**config.mk**
```make
export PLATFORM = sky130hd
export DESIGN_NAME = gpc1325_seq_acc
export DESIGN_NICKNAME = d
export VERILOG_FILES = /design/src/rtl/gpc_pkg.sv /design/src/rtl/gpc1325_5.sv /design/src/rtl/gpc1325_seq_acc.sv
export SDC_FILE = /design/constraint.sdc
export NUM_CORES = 1
export LEC_CHECK = 0
export BUFFER_PORTS_ARGS = -buffer_cell sky130_fd_sc_hd__buf_4
export CORE_AREA = 2 2 97 108
export CTS_CLUSTER_SIZE = 10
export DETAILED_ROUTE_END_ITERATION = 12
export DIE_AREA = 0 0 99 110
export MAX_ROUTING_LAYER = met4
export PLACE_DENSITY = 0.9
export SLEW_MARGIN = 10
export SYNTH_ARGS = -nofsm -noshare
export SYNTH_HDL_FRONTEND = slang
export SYNTH_SLANG_ARGS = --single-unit
```
**constraint.sdc**
```tcl
create_clock -name clk -period 4.85 [get_ports clk]
set_input_delay 0.485 -clock clk [delete_from_list [all_inputs] [get_ports clk]]
set_output_delay 0.485 -clock clk [all_outputs]
set_load 0.01 [all_outputs]
```
**src/rtl/gpc_pkg.sv**
```systemverilog
// gpc_pkg: chunk field layout, limits and FSM state type for the sequential GPC accumulator.
package gpc_pkg;
    localparam int SRC0_LSB  = 0;
    localparam int SRC0_W    = 5;
    localparam int SRC1_LSB  = 5;
    localparam int SRC1_W    = 2;
    localparam int SRC2_LSB  = 7;
    localparam int SRC2_W    = 3;
    localparam int SRC3_LSB  = 10;
    localparam int SRC3_W    = 1;
    localparam int CHUNK_W   = 11;
    localparam int GPC_OUT_W = 5;
    localparam int CHUNK_MAX = 29;

    typedef enum logic [1:0] {
        IDLE = 2'd0,
        RUN  = 2'd1,
        DONE = 2'd2
    } state_t;
endpackage

```
**src/rtl/gpc1325_5.sv**
```systemverilog
// gpc1325_5: (1,3,2,5;5) generalized parallel counter, weighted popcount of four bit columns.
module gpc1325_5 (
    input  logic [4:0] src0,
    input  logic [1:0] src1,
    input  logic [2:0] src2,
    input  logic       src3,
    output logic [4:0] dst
);
    always_comb begin
        dst = {1'b0, src3, 3'b000};
        for (int k = 0; k < 5; k++) dst = dst + {4'b0000, src0[k]};
        for (int k = 0; k < 2; k++) dst = dst + {3'b000, src1[k], 1'b0};
        for (int k = 0; k < 3; k++) dst = dst + {2'b00, src2[k], 2'b00};
    end
endmodule

```
**src/rtl/gpc1325_seq_acc.sv**
```systemverilog
// gpc1325_seq_acc: streams a latched batch of chunks through one shared GPC and accumulates the weighted sum.
module gpc1325_seq_acc
    import gpc_pkg::*;
#(
    parameter int N_CHUNKS = 8,
    parameter int CNT_W    = $clog2(N_CHUNKS + 1),
    parameter int ACC_W    = $clog2(CHUNK_MAX * N_CHUNKS + 1)
) (
    input  logic                        clk,
    input  logic                        rst_n,
    input  logic                        in_valid,
    output logic                        in_ready,
    input  logic [CHUNK_W*N_CHUNKS-1:0] in_data,
    input  logic [CNT_W-1:0]            in_count,
    output logic                        out_valid,
    input  logic                        out_ready,
    output logic [ACC_W-1:0]            out_sum,
    output logic                        busy
);
    state_t                      r_state, w_next;
    logic [CHUNK_W*N_CHUNKS-1:0] r_batch;
    logic [CNT_W-1:0]            r_cnt, r_idx, w_cnt;
    logic [ACC_W-1:0]            r_acc;
    logic [CHUNK_W-1:0]          w_chunks [2**CNT_W];
    logic [CHUNK_W-1:0]          w_chunk;
    logic [GPC_OUT_W-1:0]        w_dst;
    logic                        w_last, w_accept;

    // Array padded to a power of two so any idx value selects a defined entry.
    for (genvar k = 0; k < 2**CNT_W; k++) begin : g_chunk
        if (k < N_CHUNKS) begin : g_real
            assign w_chunks[k] = r_batch[k*CHUNK_W +: CHUNK_W];
        end else begin : g_pad
            assign w_chunks[k] = '0;
        end
    end

    assign w_chunk  = w_chunks[r_idx];
    assign w_cnt    = (in_count > CNT_W'(N_CHUNKS)) ? CNT_W'(N_CHUNKS) : in_count;
    assign w_last   = (r_idx == r_cnt - CNT_W'(1));
    assign w_accept = (r_state == IDLE) && in_valid;

    gpc1325_5 u_gpc (
        .src0(w_chunk[SRC0_LSB +: SRC0_W]),
        .src1(w_chunk[SRC1_LSB +: SRC1_W]),
        .src2(w_chunk[SRC2_LSB +: SRC2_W]),
        .src3(w_chunk[SRC3_LSB]),
        .dst (w_dst)
    );

    always_comb begin
        w_next = r_state;
        case (r_state)
            IDLE:    w_next = in_valid ? ((w_cnt == '0) ? DONE : RUN) : IDLE;
            RUN:     w_next = w_last ? DONE : RUN;
            DONE:    w_next = out_ready ? IDLE : DONE;
            default: w_next = IDLE;
        endcase
    end

    always_ff @(posedge clk) begin
        if (!rst_n) begin
            r_state <= IDLE;
            r_batch <= '0;
            r_cnt   <= '0;
            r_idx   <= '0;
            r_acc   <= '0;
        end else begin
            r_state <= w_next;
            if (w_accept) begin
                r_batch <= in_data;
                r_cnt   <= w_cnt;
                r_idx   <= '0;
                r_acc   <= '0;
            end else if (r_state == RUN) begin
                r_idx <= r_idx + CNT_W'(1);
                r_acc <= r_acc + ACC_W'(w_dst);
            end
        end
    end

    assign in_ready  = (r_state == IDLE);
    assign out_valid = (r_state == DONE);
    assign busy      = (r_state != IDLE);
    assign out_sum   = out_valid ? r_acc : '0;
endmodule

```
Word-level counts from Yosys, hierarchy flattened:

Cells that the tools add are included.

* bits in registers: 106
* input bits: 96
* output and inout bits: 11
* word-level logic and storage cells: 40

* add/sub/neg operators: 13
* $lt $le $gt $ge: 2
* equal/unequal tests: 3
* mux-type cells: 10
* bitwise operators: 2
* reductions and logical operators: 5

Operator list (count)
* binary-select mux 11 bit (select 4 bit): 1
* 2-to-1 mux 11 bit: 2
* adder 5 x 1 -> 5 bit: 4
* adder 5 x 3 -> 5 bit: 3
* adder 5 x 2 -> 5 bit: 2
* adder 8 x 5 -> 8 bit: 1
* 2-to-1 mux 2 bit: 4
* 2-to-1 mux 8 bit: 1
* case mux 2 bit (3 select lines): 1
* adder 4 x 1 -> 5 bit: 1
* greater-or-equal comparator 5 bit, second input constant: 1
* NOT 4 -> 5 bit: 1
* adder 4 x 1 -> 4 bit, second input constant: 1
* equality test 4 bit: 1
* > comparator 4 bit, second input constant: 1
* zero test 4 bit: 1
* 2-to-1 mux 4 bit: 1
* subtractor 4 x 1 -> 4 bit, second input constant: 1
* equality test 2 x 1 -> 1 bit, second input constant: 1
* equality test 2 bit, second input constant: 1
* zero test 2 bit: 1
* nonzero test 2 bit: 1
* OR reduction 2 bit: 1
* logical AND 1 bit: 1
* NOT 1 bit: 1

Longest topological paths before layout:

* word-level depth: 15
* gate-level depth with buffers: 17
* mapped depth without buffers: 15

Hierarchy:

Synthesis repeated with hierarchy kept, for this count alone.

* cells, all modules: 588
* area, all modules: 5531.6 um2

Modules (own cells, without submodules)
* gpc1325_seq_acc: times used 1, cells an instance 564, area an instance 5316.3 um2, sequential area each 2122.0 um2
* gpc1325_5: times used 1, cells an instance 24, area an instance 215.2 um2, sequential area each 0.0 um2

Worst setup path after synthesis:

No wires, ideal clock.

* kind: flip-flop to flip-flop
* start: register r_idx[0]
* end: register r_acc[6]
* library setup time: 74 ps
* arrival: 4161 ps
* required time: 4776 ps
* path slack: 615 ps
* stages on the path, launching flop included: 15
* path buffers: 2
* period minus slack after synthesis: 4235 ps
* path through: dfxtp_1 -> buf_4 -> buf_2 -> mux4_2 -> mux2i_1 -> nor2_1 -> fa_1 -> inv_1 -> fa_1 -> fa_1 -> fa_1 -> nor2b_1 -> o31ai_1 -> a2111o_1 -> o21ai_0

* word-level cells in the longest chain between the ends: 15

Ends and longest elaborated chain
* from (decl): RTL line gpc1325_seq_acc.sv:22 `logic [CNT_W-1:0] r_cnt, r_idx, w_cnt;`
* from (signal assigned): RTL line gpc1325_seq_acc.sv:76 `r_idx <= r_idx + CNT_W'(1);`
* NOT 4 -> 5 bit (implied by the code) *: RTL line gpc1325_seq_acc.sv:38 `assign w_chunk = w_chunks[r_idx];`
* binary-select mux 11 bit (select 4 bit) *: RTL line gpc1325_seq_acc.sv:38
* 2-to-1 mux 11 bit (implied by the code) * (2 in a row): RTL line gpc1325_seq_acc.sv:38
* adder 4 x 1 -> 5 bit: RTL line gpc1325_5.sv:11 `for (int k = 0; k < 5; k++) dst = dst + {4'b0000, src0[k]};`
* adder 5 x 1 -> 5 bit (4 in a row): RTL line gpc1325_5.sv:11
* adder 5 x 2 -> 5 bit (2 in a row): RTL line gpc1325_5.sv:12 `for (int k = 0; k < 2; k++) dst = dst + {3'b000, src1[k], 1'b0};`
* adder 5 x 3 -> 5 bit (2 in a row): RTL line gpc1325_5.sv:13 `for (int k = 0; k < 3; k++) dst = dst + {2'b00, src2[k], 2'b00};`
* adder 5 x 3 -> 5 bit *: RTL line gpc1325_5.sv:13
* adder 8 x 5 -> 8 bit *: RTL line gpc1325_seq_acc.sv:77 `r_acc <= r_acc + ACC_W'(w_dst);`
* to (signal assigned): RTL line gpc1325_seq_acc.sv:77
* to (decl): RTL line gpc1325_seq_acc.sv:23 `logic [ACC_W-1:0] r_acc;`

Every way passes the cells marked *; elsewhere a longest branch is shown, timed or not. The select of a mux whose other input is x is not followed.
A chain may end at the register's enable or synchronous reset.

Worst setup path after layout:

* start: register r_idx[0]
* end: register r_acc[4]

Same word-level chain as after synthesis.

==> implementation parameters <==
Parameter                              Value

Drt
  DRT antenna net count ... 0
  Per-cell routed wire length ... 15.80 µm
  Average via count per standard cell ... 5.429
  Final routed DRC violation total ... 0
  Number of DRC markers after the initial detailed-route iteration ... 256
  TritonRoute pass-1 iters ... 4
  Sum of routed wire length over all layers ... 12500 µm
  Number of vias in the routed layout ... roughly 4300

Finish
  Ant diodes ... 0
  Net count of the finished layout ... 779
  Number of fill cells ... between 700 and 800
  Share of cells above drive strength 1 ... around 23%
  Final non-filler cell area ... between 6000 and 7000 µm²
  Sequential cell area ... approximately 2100 µm²
  Layout Area Growth over Synthesis ... 18.06%
  Multi-input combinational cell area ... approximately 2900 µm²

Power
  Maximum vdd ir drop ... 0.1476 mV
  Static leakage power ... between 2 and 3 nW
  Pwr Density ... 297.3 nW/µm²

GRT
  Largest net degree at the start of global routing ... 99
  Overall overflow remaining after global route ... 0
  Wire length of the first global-routing pass ... 19810 µm
  Overall fraction of global-route tracks in use ... 23.50%
  Antenna violations before repair ... 0
  Number of global-route vias before repair ... between 4000 and 5000

Die
  Effective utilization at floorplan ... 54.16%
  DIE WIDTH ... slightly below 100 µm
  Overall die area ... 10890 µm²
  # rows ... 38
  Total core area ... 9747 µm²
  I/O pin cnt ... 107
  Y dimension of the die ... 110 µm

Synthesis
  Biggest area consumer among synthesized cells ... sky130_fd_sc_hd__dfxtp_1
  Largest cells by area after synthesis ... sky130_fd_sc_hd__dfxtp_1 40%, sky130_fd_sc_hd__nand2_1 14%, sky130_fd_sc_hd__mux4_2 9.4%
  Number of distinct standard cells referenced by the synthesized netlist ... 44
  Count of warnings emitted by yosys ... 0
  EDFF count, synth ... 0
  Top flip-flop cell by instance count after synthesis ... sky130_fd_sc_hd__dfxtp_1
  Cell area after technology mapping ... about 5300 µm²
  Average footprint of a synthesized cell ... 8.962 µm²
  Share of synthesized area occupied by flip-flops and latches ... around two fifths
  Post-synthesis async set-or-reset flop share ... 0%
  Post-Synthesis Net Count ... 702
  Fraction of post-synthesis cell area in the top cell type by area ... 40.20%
  Number of synthesized register bits ... 106
  Number of cells produced by synthesis ... 589

Timing
  Minimum clock period ... 4.371 ns
  Actual transition at the worst max-transition pin ... ~1.1 ns
  Fmax achieved ... 0.2288 GHz
  Period Utilization, post-route ... 90.13%
  Aggregate negative setup slack ... 0 ns
  Setup repair after global routing missed its margin ... no
  Final hold viol count ... 0
  Worst hold slack after final layout ... 0.3531 ns
  Max-slew violation count ... 0
  Worst-case clock skew ... 0.009553 ns
  Worst slew margin relative to its limit ... 23.81%
  Setup Viol. Count Final ... 0

Clocking
  Post-CTS Hold Fix Bufs ... 0
  Number of post-CTS setup repair buffers ... 0
  CTS tree ... yes
  Reg clk slew, reported paths ... roughly 0.1 ns
  CTS Buf Count ... 9
  Number of H-tree levels ... 3
  Maximum root-to-sink buffer count ... 2
  Number of gates resized after CTS ... 0
  Root cell of the clock tree ... sky130_fd_sc_hd__clkbuf_8
  Clock sink count ... between 100 and 150
  Worst-skew pair later-pin latency ... ~0.37 ns

Worst setup path
  Critical path data required time ... 5.15 ns
  Type of the worst setup path ... flop to flop
  Ordered list of cells on the worst path ... mux4_2, mux2i_1, nor2_1, fa_1, inv_1, fa_1, fa_1, xnor2_1, ha_1, nor2b_1, o31ai_1, o211ai_1, a21oi_1
  Critical path capture point type ... flop
  CP max FO ... 15
  Longest individual stage delay on the worst path ... 0.66 ns
  Crit path arrival time ... 4.67 ns
  Cell repeated most along the worst path ... sky130_fd_sc_hd__fa_1
  Kind of start point of the critical path ... flop
  Slowest-stage cell, CP ... sky130_fd_sc_hd__dfxtp_2

Placement
  Area after DPL ... 6013 µm²
  Detailed Place HPWL ... 8997 µm
  Routability-driven placement congestion ratio ... 0.8622
  Port Buffer Count ... 106

Status
  Outcome ... finished, final reports clean

Job
  Count of maximum capacitance violations ... 0

Min path
  Hold Path Class ... primary input to flop
-- worst max-delay path: cells and delay by family, from the launching register on --
family | cells | cell delay (ns)
AOI/OAI and AO/OA | 3 | 0.72
adders and majority gates | 4 | 1.75
and+or+nand+nor | 2 | 0.25
muxes | 2 | 0.72
xor gates and xnor gates | 1 | 0.14
DFF | 1 | 0.66
buffers and inverters | 1 | 0.06
-- Yosys cell counts (3+ instances only) --
master / n
sky130_fd_sc_hd__nor2_1: 17
sky130_fd_sc_hd__a21boi_0: 54
sky130_fd_sc_hd__xnor2_1: 5
sky130_fd_sc_hd__and2_1: 9
sky130_fd_sc_hd__mux2i_1: 11
sky130_fd_sc_hd__ha_1: 12
sky130_fd_sc_hd__nand4_1: 3
sky130_fd_sc_hd__nand3b_1: 3
sky130_fd_sc_hd__a21boi_1: 38
sky130_fd_sc_hd__nand3_1: 4
sky130_fd_sc_hd__dfxtp_1: 106
sky130_fd_sc_hd__buf_2: 11
sky130_fd_sc_hd__mux4_2: 22
sky130_fd_sc_hd__clkbuf_1: 20
sky130_fd_sc_hd__o21ai_0: 6
sky130_fd_sc_hd__buf_6: 6
sky130_fd_sc_hd__a2111o_1: 3
sky130_fd_sc_hd__nand2_1: 190
sky130_fd_sc_hd__xor2_1: 4
sky130_fd_sc_hd__nor2b_1: 4
sky130_fd_sc_hd__a21o_1: 3
sky130_fd_sc_hd__fa_1: 5
sky130_fd_sc_hd__buf_4: 6
sky130_fd_sc_hd__a21oi_1: 10
sky130_fd_sc_hd__or2_2: 3
sky130_fd_sc_hd__inv_1: 13
-- stage by stage --
stage,power (mW),utilization (%),cells,worst slack [ns]
floorplan,1.170,-,589,0.6151
finish,1.853,63.94,791,0.4787
detailed placement,1.278,61.69,775,0.4988
CTS,1.863,63.94,791,0.4727
global placement,1.263,61.69,775,0.5916
global route,1.927,63.94,791,0.1952
-- path summary, 6_finish.rpt --
| kind | start | end | slack [ns] | depth (start not counted) |
|---|---|---|---|---|
| max | r_idx[0] | r_acc[4] | 0.48 | 13 |
| min | in_data[16] | r_batch[16] | 0.35 | 3 |
| max reg2reg | r_idx[0] | r_acc[4] | 0.48 | 13 |
| min reg2reg | r_batch[16] | r_batch[16] | 0.46 | 2 |
-- layer usage --
metal / vias up / share of wire (%) / global-route usage (%)
li1: 2126 / - / -
met1: 2039 / 41 / 26.76
met2: 103 / 52 / 41.22
met3: 26 / 3.4 / 2.900
met4: 0 / 3.2 / 11.74
met5: - / 0 / -
-- power breakdown --
part	total, mW	internal (mW)	leakage [nW]	switching (mW)
Sequential	0.955	0.920	0.869	0.0356
Clock	0.595	0.303	0.109	0.291
Combinational	0.303	0.152	1.56	0.151
Total	1.85	1.38	2.54	0.478
-- registers in the layout, indices dropped and copies added, names as in the netlist --
register / flops
r_acc: 8
r_batch: 88
r_cnt: 4
r_idx: 4
r_state: 2
-- layout make-up --
type	instances	area share, %
Inverter	14	0.8432
Multi-Input combinational cell	425	45.91
Timing Repair Buffer	110	13.25
Clock buffer	11	2.269
Clock inverter	5	1.245
Sequential cell	106	34.07
Tap cell	120	2.409
-- layout by cell type, fill, tap and decap left out, types with 4 or more instances in the layout --
cell / netlist / layout
sky130_fd_sc_hd__fa_1: 5 / 5
sky130_fd_sc_hd__o21ai_0: 6 / 6
sky130_fd_sc_hd__mux4_2: 22 / 22
sky130_fd_sc_hd__mux2i_1: 11 / 11
sky130_fd_sc_hd__xnor2_1: 5 / 5
sky130_fd_sc_hd__nor2_1: 17 / 17
sky130_fd_sc_hd__nand3_1: 4 / 4
sky130_fd_sc_hd__ha_1: 12 / 12
sky130_fd_sc_hd__inv_1: 13 / 13
sky130_fd_sc_hd__a21oi_1: 10 / 10
sky130_fd_sc_hd__nand2_1: 190 / 190
sky130_fd_sc_hd__a21boi_1: 38 / 38
sky130_fd_sc_hd__and2_1: 9 / 8
sky130_fd_sc_hd__a21boi_0: 54 / 54
sky130_fd_sc_hd__buf_4: 6 / 110
sky130_fd_sc_hd__nor2b_1: 4 / 4
sky130_fd_sc_hd__clkbuf_8: 0 / 10
sky130_fd_sc_hd__dfxtp_1: 106 / 105
sky130_fd_sc_hd__xor2_1: 4 / 4
-- cell families (layout without fill, tap and decap cells) --
logic type                 Yosys count  count (layout)  synth area share [%]
xor gates and xnor gates            10              10                 1.920
buffers and inverters               58             140                 5.665
adders and majority gates           17              17                 4.740
and+or+nand+nor                    244             244                 19.32
AOI/OAI and AO/OA                  121             121                 16.69
muxes                               33              33                 11.47
DFF                                106             106                 40.20
Power figures use the tool's default switching activity.
